### config.mk
export PLATFORM = sky130hd
export DESIGN_NAME = fetch_stage
export DESIGN_NICKNAME = d
export VERILOG_FILES = /design/src/rtl/fetch_stage.sv
export SDC_FILE = /design/constraint.sdc
export NUM_CORES = 1
export LEC_CHECK = 0
export ABC_AREA = 1
export CORE_ASPECT_RATIO = 1.75
export CORE_MARGIN = 2
export CORE_UTILIZATION = 40
export CTS_BUF_LIST = sky130_fd_sc_hd__clkbuf_16
export CTS_CLUSTER_SIZE = 16
export DETAILED_ROUTE_END_ITERATION = 7
export PLACE_DENSITY = 0.81
export SYNTH_ARGS = -nofsm -noshare
export SYNTH_HDL_FRONTEND = slang
export SYNTH_SLANG_ARGS = --single-unit
### constraint.sdc
create_clock -name clk -period 1.89 [get_ports clk]
set_clock_uncertainty 0.2 [all_clocks]
set_input_delay 0.2835 -clock clk [delete_from_list [all_inputs] [get_ports clk]]
set_output_delay 0.2835 -clock clk [all_outputs]
set_load 0.005 [all_outputs]
### src/rtl/fetch_stage.sv
//------------------------------------------------------------------------------
// fetch_stage : MIPS IF stage - PC register, next-PC select, IF/ID register,
//               saturating stall/redirect event counters.
// Revision    : 1.0
//------------------------------------------------------------------------------
`default_nettype none

module fetch_stage #(
   parameter logic [31:0] RESET_PC = 32'h0000_0000,
   parameter int          CNT_W    = 16
) (
   input  logic             clk,
   input  logic             rst_n,
   input  logic             pc_stall,
   input  logic             IF_ID_stall,
   input  logic             branch_taken,
   input  logic [31:0]      branch_target,
   input  logic             jump,
   input  logic [31:0]      jump_target,
   input  logic [31:0]      imem_instr,
   input  logic             cnt_clr,
   output logic [31:0]      imem_addr,
   output logic [31:0]      IF_ID_instr,
   output logic [31:0]      IF_ID_pc_plus4,
   output logic             IF_ID_valid,
   output logic [CNT_W-1:0] stall_cnt,
   output logic [CNT_W-1:0] redirect_cnt
);

   localparam logic [CNT_W-1:0] C_CNT_MAX = {CNT_W{1'b1}};
   localparam logic [31:0]      C_PC_RST  = {RESET_PC[31:2], 2'b00};

   logic [31:0]      pc_q, pc_d;
   logic [31:0]      instr_q, instr_d;
   logic [31:0]      pc4_q, pc4_d;
   logic             valid_q, valid_d;
   logic [CNT_W-1:0] stall_cnt_q, stall_cnt_d;
   logic [CNT_W-1:0] redirect_cnt_q, redirect_cnt_d;

   logic [31:0]      w_pc_plus4;
   logic             w_redirect;

   // A redirect seen while the PC is stalled is dropped; ID re-presents it.
   always_comb begin
      w_pc_plus4 = pc_q + 32'd4;
      w_redirect = (branch_taken | jump) & ~pc_stall;

      pc_d = pc_q;
      if (!pc_stall) begin
         if (jump)              pc_d = {jump_target[31:2], 2'b00};
         else if (branch_taken) pc_d = {branch_target[31:2], 2'b00};
         else                   pc_d = w_pc_plus4;
      end

      instr_d = instr_q;
      pc4_d   = pc4_q;
      valid_d = valid_q;
      if (!IF_ID_stall) begin
         pc4_d = w_pc_plus4;
         if (w_redirect) begin
            instr_d = 32'h0000_0000;
            valid_d = 1'b0;
         end else begin
            instr_d = imem_instr;
            valid_d = 1'b1;
         end
      end
   end

   // Clear wins over increment; counters stick at all-ones.
   always_comb begin
      stall_cnt_d    = stall_cnt_q;
      redirect_cnt_d = redirect_cnt_q;
      if (cnt_clr) begin
         stall_cnt_d    = '0;
         redirect_cnt_d = '0;
      end else begin
         if (pc_stall && (stall_cnt_q != C_CNT_MAX))
            stall_cnt_d = stall_cnt_q + 1'b1;
         if (w_redirect && (redirect_cnt_q != C_CNT_MAX))
            redirect_cnt_d = redirect_cnt_q + 1'b1;
      end
   end

   always_ff @(posedge clk or negedge rst_n) begin
      if (!rst_n) begin
         pc_q           <= C_PC_RST;
         instr_q        <= '0;
         pc4_q          <= '0;
         valid_q        <= 1'b0;
         stall_cnt_q    <= '0;
         redirect_cnt_q <= '0;
      end else begin
         pc_q           <= pc_d;
         instr_q        <= instr_d;
         pc4_q          <= pc4_d;
         valid_q        <= valid_d;
         stall_cnt_q    <= stall_cnt_d;
         redirect_cnt_q <= redirect_cnt_d;
      end
   end

   assign imem_addr      = pc_q;
   assign IF_ID_instr    = instr_q;
   assign IF_ID_pc_plus4 = pc4_q;
   assign IF_ID_valid    = valid_q;
   assign stall_cnt      = stall_cnt_q;
   assign redirect_cnt   = redirect_cnt_q;

endmodule

`default_nettype wire

# --- After elaboration in Yosys (flattened, before gate mapping) ---
# Index checks and enable logic that the tools add are counted.
word_totals:
  input_bits: 103
  out_inout_bits: 129
  ff_bits: 129
classes:
  bitwise: 3
  n_reduce_logical: 4
  eq_ne: 2
  add_sub_neg: 3
  muxes: 8
op_table:
  columns: ["operator", "n"]
  rows:
  - ["$mux W32", 3]
  - ["$mux W16", 4]
  - ["$add A16 B1 Y16 const B", 2]
  - ["$add A32 B3 Y32 const B", 1]
  - ["$ne A16 B16 Y1 const B", 2]
  - ["$reduce_bool A2 Y1", 2]
  - ["$logic_and A1 B1 Y1", 2]
  - ["$and A1 B1 Y1", 1]
  - ["$mux W1", 1]
  - ["$not A1 Y1", 1]
  - ["$or A1 B1 Y1", 1]

# --- Longest topological paths before layout ---
depth:
  ltp_word: 5
  depth_mapped: 11
  ltp_nobuf: 10

# --- Least setup slack after synthesis ---
# Ideal clock, no wire load.
synth_timing:
  kind: "register to register"
  start: "register redirect_cnt_q[0] (netlist: redirect_cnt[0])"
  end: "register redirect_cnt_q[7] (netlist: redirect_cnt[7])"
  stages_incl_launch_ff: 10
  setup_slack_ns: 0.051
  synth_period_minus_slack_ns: 1.839
  arrival_ns: 1.520
  path_cell_list: "dfrtp_1 ha_1 nand3_1 nor3_2 nand3_1 nand2_2 nand2_2 buf_2 a21oi_1 nor2_1"
synth_between:
  elab_chain_cells: 3
synth_lines:
  columns: ["item", "line", "source"]
  rows:
  - ["from (decl)", "38", "logic [CNT_W-1:0] redirect_cnt_q, redirect_cnt_d;"]
  - ["from (signal assigned)", "99", "redirect_cnt_q <= redirect_cnt_d;"]
  - ["$add A16 B1 Y16 / $ne A16 B16 Y1 (equally long branches)", "81, 80", null]
  - ["$mux W16 / $logic_and A1 B1 Y1 (equally long branches)", "80", "if (w_redirect && (redirect_cnt_q != C_CNT_MAX))"]
  - ["$mux W16 / $reduce_bool A2 Y1 (equally long branches)", null, null]
# Several ways; a longest one is shown, not always the timed one. The select of a mux whose other input is x is not followed.
# A chain may end at the register's enable or synchronous reset.

# --- Worst setup path in the final report ---
layout_timing:
  start: "register pc_q[3] (netlist: imem_addr[3])"
  end: "register pc_q[20] (netlist: imem_addr[20])"
layout_between:
  elab_chain_cells: 3
layout_lines:
  columns: ["item", "line", "source"]
  rows:
  - ["from (decl)", "33", "logic [31:0] pc_q, pc_d;"]
  - ["from (signal assigned)", "94", "pc_q <= pc_d;"]
  - ["$add A32 B3 Y32", "45", "w_pc_plus4 = pc_q + 32'd4;"]
  - ["$mux W32", "51", "else if (branch_taken) pc_d = {branch_target[31:2], 2'b00};"]
  - ["$mux W32", "50", "if (jump) pc_d = {jump_target[31:2], 2'b00};"]
# Every way passes these cells.

==> flow_summary.html <==
<table>
<tr><th>Metric</th><th>Value</th></tr>
<tr><th colspan="2">Clocking</th></tr>
<tr><td>Clock root buffer</td><td>sky130_fd_sc_hd__clkbuf_16</td></tr>
<tr><td>Clock latency at the later pin of the worst-skew pair</td><td>0.42 ns</td></tr>
<tr><td>Number of sinks on the clock net</td><td>125</td></tr>
<tr><td>Clock Tree Buf Depth</td><td>2</td></tr>
<tr><td>CTS H-Tree Depth</td><td>4</td></tr>
<tr><td>Clock buffer count from CTS</td><td>17</td></tr>
<tr><td>Clk pin slew, worst setup/hold paths</td><td>0.07 ns</td></tr>
<tr><td>TritonCTS clock tree</td><td>done</td></tr>
<tr><th colspan="2">Drt</th></tr>
<tr><td>Initial DRC count</td><td>426</td></tr>
<tr><td>DR vias</td><td>7819</td></tr>
<tr><td>Via density</td><td>5.13</td></tr>
<tr><td>Remaining routing DRC violations</td><td>0</td></tr>
<tr><td>Total length of routed wires</td><td>24700 µm</td></tr>
<tr><td>Length of the first detailed-routing pass in iterations</td><td>6</td></tr>
<tr><td>Count of antenna-violating nets left after detailed routing</td><td>0</td></tr>
<tr><td>Average routed wire per standard cell</td><td>16.2 µm</td></tr>
<tr><th colspan="2">Worst setup path</th></tr>
<tr><td>Crit-path max cell delay</td><td>0.37 ns</td></tr>
<tr><td>Maximum fanout along the worst path</td><td>5</td></tr>
<tr><td>Launch point of the worst path</td><td>imem_addr[3]$_DFFE_PN0N_</td></tr>
<tr><td>Critical path's most frequent cell</td><td>sky130_fd_sc_hd__nor2_4</td></tr>
<tr><td>Data arrival time at the worst-slack endpoint</td><td>2.00 ns</td></tr>
<tr><td>Critical Setup Path Class</td><td>flop to flop</td></tr>
<tr><td>Reg2reg start</td><td>imem_addr[3]$_DFFE_PN0N_</td></tr>
<tr><td>Required arrival time at the worst endpoint</td><td>2.03 ns</td></tr>
<tr><td>Reg-to-reg critical path endpoint</td><td>imem_addr[20]$_DFFE_PN0N_</td></tr>
<tr><td>Buffers &amp; Inverters on Critical Path</td><td>1</td></tr>
<tr><td>Worst Setup End Kind</td><td>flop</td></tr>
<tr><td>Worst reg-to-reg path cell count</td><td>10</td></tr>
<tr><td>Critical path cell sequence</td><td>ha_2, nand2_2, nor2_4, nand2_4, nor2_4, buf_6, nand3b_1, nand3_1, nand2_1, a21oi_2</td></tr>
<tr><td>Register-to-register path setup slack</td><td>0.03 ns</td></tr>
<tr><td>Cell with the largest stage delay on the worst path</td><td>sky130_fd_sc_hd__dfrtp_1</td></tr>
<tr><td>Largest delay share family, worst path</td><td>simple AND/OR/NAND/NOR gates</td></tr>
<tr><td>Critical path startpoint category</td><td>flop</td></tr>
<tr><th colspan="2">Power</th></tr>
<tr><td>Int Pwr</td><td>5.79 mW</td></tr>
<tr><td>Peak supply drop</td><td>440 µV</td></tr>
<tr><td>Portion of total power attributed to the clock network</td><td>0.391</td></tr>
<tr><td>Net switching component of the power</td><td>2.44 mW</td></tr>
<tr><td>Sequential group share of total power</td><td>0.377</td></tr>
<tr><td>Sw frac</td><td>0.296</td></tr>
<tr><td>Leakage Power</td><td>5.54 nW</td></tr>
<tr><td>PwrDens</td><td>726 mW/mm²</td></tr>
<tr><td>Portion of total power attributed to combinational logic</td><td>0.232</td></tr>
<tr><th colspan="2">Timing</th></tr>
<tr><td>Setup repair after global routing missed its margin</td><td>yes</td></tr>
<tr><td>Worst slew pin tran</td><td>0.577 ns</td></tr>
<tr><td>Maximum clock frequency</td><td>537 MHz</td></tr>
<tr><td>Hold violation total from the final report</td><td>0</td></tr>
<tr><td>Setup slack after layout</td><td>0.0280 ns</td></tr>
<tr><td>Minimum clock period</td><td>1.86 ns</td></tr>
<tr><td>Number of max-slew violations in the final report</td><td>0</td></tr>
<tr><td>Endpoints failing setup</td><td>0</td></tr>
<tr><td>Fin Hold WS</td><td>0.177 ns</td></tr>
<tr><td>Relative slew slack</td><td>0.615</td></tr>
<tr><td>Period Utilization, post-route</td><td>0.985</td></tr>
<tr><th colspan="2">Logic synthesis</th></tr>
<tr><td>Post-synthesis area per instance</td><td>7.23 µm²</td></tr>
<tr><td>Cell count after synthesis</td><td>947</td></tr>
<tr><td>Flop and latch count out of synthesis</td><td>125</td></tr>
<tr><td>Post-synthesis instance area</td><td>0.00684 mm²</td></tr>
<tr><td>Number of warning messages in the yosys log</td><td>0</td></tr>
<tr><td>Proportion of synthesized chip area in sequential cells</td><td>0.457</td></tr>
<tr><td>Number of different library cells in the post-synthesis netlist</td><td>34</td></tr>
<tr><th colspan="2">Placed design</th></tr>
<tr><td>Placed Instance Area</td><td>0.0101 mm²</td></tr>
<tr><td>Global placement routability congestion</td><td>0.939</td></tr>
<tr><td>Placed wire-length estimate after detailed placement</td><td>17400 µm</td></tr>
<tr><td>Pre-CTS setup slack</td><td>-0.117 ns</td></tr>
<tr><td>Number of input and output port buffers inserted</td><td>223</td></tr>
<tr><td>DP Cell Count</td><td>1459</td></tr>
<tr><th colspan="2">Layout</th></tr>
<tr><td>Share of the core filled with cells</td><td>0.673</td></tr>
<tr><td>Number of non-filler instances in the completed layout</td><td>1524</td></tr>
<tr><td>Fraction of final layout cells with drive strength greater than 1</td><td>0.205</td></tr>
<tr><td>Synth-to-Final Area Change</td><td>65.8%</td></tr>
<tr><td>Net count reported at finish</td><td>1389</td></tr>
<tr><td>Final Instance Area</td><td>0.0113 mm²</td></tr>
<tr><th colspan="2">Floorplanning</th></tr>
<tr><td>Effective utilization at floorplan</td><td>0.406</td></tr>
<tr><td>Number of top-level design ports</td><td>232</td></tr>
<tr><td>Y dimension of the die</td><td>177 µm</td></tr>
<tr><td>Die ar.</td><td>0.0182 mm²</td></tr>
<tr><td>Die boundary width</td><td>103 µm</td></tr>
<tr><td>Core Box Area</td><td>0.0169 mm²</td></tr>
<tr><td>Std cell rows</td><td>63</td></tr>
<tr><th colspan="2">GRT</th></tr>
<tr><td>Number of antenna violations at the first check in global routing</td><td>0</td></tr>
<tr><td>First-pass GRT wire length</td><td>36600 µm</td></tr>
<tr><td>Grt total ovfl</td><td>0</td></tr>
<tr><td>Total routing usage reported by global routing</td><td>0.258</td></tr>
<tr><td>Number of global-route vias before repair</td><td>7635</td></tr>
<tr><td>Maximum number of pins on one net before global-route repair</td><td>71</td></tr>
<tr><th colspan="2">Worst hold path</th></tr>
<tr><td>Hold Path Class</td><td>input port to flop</td></tr>
<tr><td>Hold Startpoint</td><td>jump</td></tr>
<tr><td>Capture endpoint of the worst hold path</td><td>imem_addr[10]$_DFFE_PN0N_</td></tr>
<tr><td>Depth of the worst hold-timing path</td><td>5</td></tr>
<tr><th colspan="2">Run</th></tr>
<tr><td>Max-cap viol count</td><td>0</td></tr>
<tr><th colspan="2">Outcome</th></tr>
<tr><td>Outcome</td><td>finished clean</td></tr>
</table>
## worst min-delay path, cell delays in order
cell,delay [ns]
sky130_fd_sc_hd__buf_2,0.09
sky130_fd_sc_hd__inv_1,0.05
sky130_fd_sc_hd__buf_4,0.16
sky130_fd_sc_hd__o211ai_1,0.10
sky130_fd_sc_hd__a22oi_1,0.07
## cell families (layout without fill, tap and decap cells)
| kind of cell | count (synthesis) | after routing | share of synthesized area |
|---|---|---|---|
| flops | 125 | 125 | 0.457 |
| other cells | 1 | 5 | 0.000548 |
| xor+xnor | 17 | 17 | 0.0218 |
| buf+inv | 139 | 485 | 0.0804 |
| fa+ha+maj | 3 | 3 | 0.00549 |
| compound gates | 160 | 160 | 0.130 |
| simple gates | 502 | 502 | 0.305 |
## placed cells by master (no fill, tap or decap), types with 16 or more instances in the layout
cell type and n:
sky130_fd_sc_hd__a21oi_1 42, sky130_fd_sc_hd__xor2_1 16, sky130_fd_sc_hd__o21ai_0 58, sky130_fd_sc_hd__nand2_1 218, sky130_fd_sc_hd__clkbuf_16 18, sky130_fd_sc_hd__buf_4 113
sky130_fd_sc_hd__dlygate4sd2_1 22, sky130_fd_sc_hd__nor2_1 127, sky130_fd_sc_hd__nand2_2 16, sky130_fd_sc_hd__nand3_1 55, sky130_fd_sc_hd__nand4_1 17, sky130_fd_sc_hd__clkdlybuf4s50_1 171
sky130_fd_sc_hd__dfrtp_1 116, sky130_fd_sc_hd__inv_1 91, sky130_fd_sc_hd__dlymetal6s2s_1 28, sky130_fd_sc_hd__a31oi_1 21
## worst max path at each step
stage | cells after the start | endpoint
after global placement | 9 | redirect_cnt[7]$_DFFE_PN0P_
after CTS | 12 | stall_cnt[9]$_DFFE_PN0P_
after global routing | 10 | redirect_cnt[6]$_DFFE_PN0P_
final | 10 | imem_addr[20]$_DFFE_PN0N_
after floorplan | 9 | redirect_cnt[7]$_DFFE_PN0P_
after detailed placement | 9 | redirect_cnt[7]$_DFFE_PN0P_
## power by group through the flow
stage,logic [mW],registers [mW],clock network [mW]
finish,1.91,3.10,3.22
global route,2.07,3.13,3.40
CTS,1.79,3.09,3.24
detailed placement,1.73,3.15,0
global placement,1.70,3.14,0
floorplan,0.582,3.16,0
## cells in the mapped netlist
master	instances	share of area
sky130_fd_sc_hd__buf_2	5	0.0037
sky130_fd_sc_hd__conb_1	1	0.00055
sky130_fd_sc_hd__nand4_1	17	0.016
sky130_fd_sc_hd__or2_2	4	0.0037
sky130_fd_sc_hd__nor3_1	15	0.011
sky130_fd_sc_hd__dfrtp_1	125	0.46
sky130_fd_sc_hd__xor2_1	17	0.022
sky130_fd_sc_hd__nor2_2	3	0.0027
sky130_fd_sc_hd__o21ai_0	67	0.049
sky130_fd_sc_hd__a31oi_1	21	0.019
sky130_fd_sc_hd__inv_2	4	0.0022
sky130_fd_sc_hd__o21ai_2	4	0.0051
sky130_fd_sc_hd__inv_1	93	0.051
sky130_fd_sc_hd__nand3_1	64	0.047
sky130_fd_sc_hd__nand2_2	2	0.0018
sky130_fd_sc_hd__nor3_2	2	0.0029
sky130_fd_sc_hd__o211ai_1	2	0.0022
sky130_fd_sc_hd__clkbuf_1	28	0.015
sky130_fd_sc_hd__o22ai_1	1	0.00091
sky130_fd_sc_hd__and2_1	1	0.00091
sky130_fd_sc_hd__nor2_8	1	0.0029
sky130_fd_sc_hd__o31ai_1	3	0.0033
sky130_fd_sc_hd__a21oi_1	47	0.034
sky130_fd_sc_hd__ha_1	3	0.0055
sky130_fd_sc_hd__o21ai_1	2	0.0015
sky130_fd_sc_hd__nor2_1	153	0.084
sky130_fd_sc_hd__clkinv_1	1	0.00055
sky130_fd_sc_hd__nand3b_1	2	0.0022
sky130_fd_sc_hd__o21a_1	2	0.0022
sky130_fd_sc_hd__buf_4	4	0.0044
sky130_fd_sc_hd__a22oi_1	11	0.012
sky130_fd_sc_hd__nand2_1	238	0.13
sky130_fd_sc_hd__buf_1	3	0.0016
sky130_fd_sc_hd__buf_6	1	0.0016
## metal layers
metal | track usage | vias up | part of all wire
met5 | 0 | - | 0
met4 | 0.166 | 0 | 0.069
met3 | 0.0513 | 106 | 0.063
met2 | 0.452 | 361 | 0.52
met1 | 0.274 | 3603 | 0.35
li1 | - | 3749 | -
## area by class of cell
type | count | area [µm²]
repair buffers | 354 | 3410
multi-input cells | 686 | 3540
clock buffers | 17 | 425
diodes | 1 | 2.50
fillers | 1349 | 5520
well taps | 227 | 284
flip-flops and latches | 125 | 3140
clock inverters | 15 | 150
inverters | 98 | 380
repair inverters | 1 | 8.76
## repair_timing
action,in CTS,in global routing
hold buffers,1,0
buffers inserted,14,17
gates cloned,0,2
pin swaps,1,30
setup endpoints to repair,57,90
endpoints found under the hold margin,125,0
resized for setup,41,138
## per-stage QoR
| step | TNS [ns] | power [mW] |
|---|---|---|
| final | 0 | 8.23 |
| after global routing | -1.28 | 8.60 |
| after global placement | -0.988 | 4.84 |
| after detailed placement | -2.16 | 4.88 |
| after floorplan | 0 | 3.74 |
| after CTS | -0.00148 | 8.12 |
## flip-flops by register name (all words and copies together) (netlist names)
signal          cells
IF_ID_valid         1
stall_cnt          16
IF_ID_pc_plus4     30
IF_ID_instr        32
imem_addr          30
redirect_cnt       16
Power figures use the tool's default switching activity.
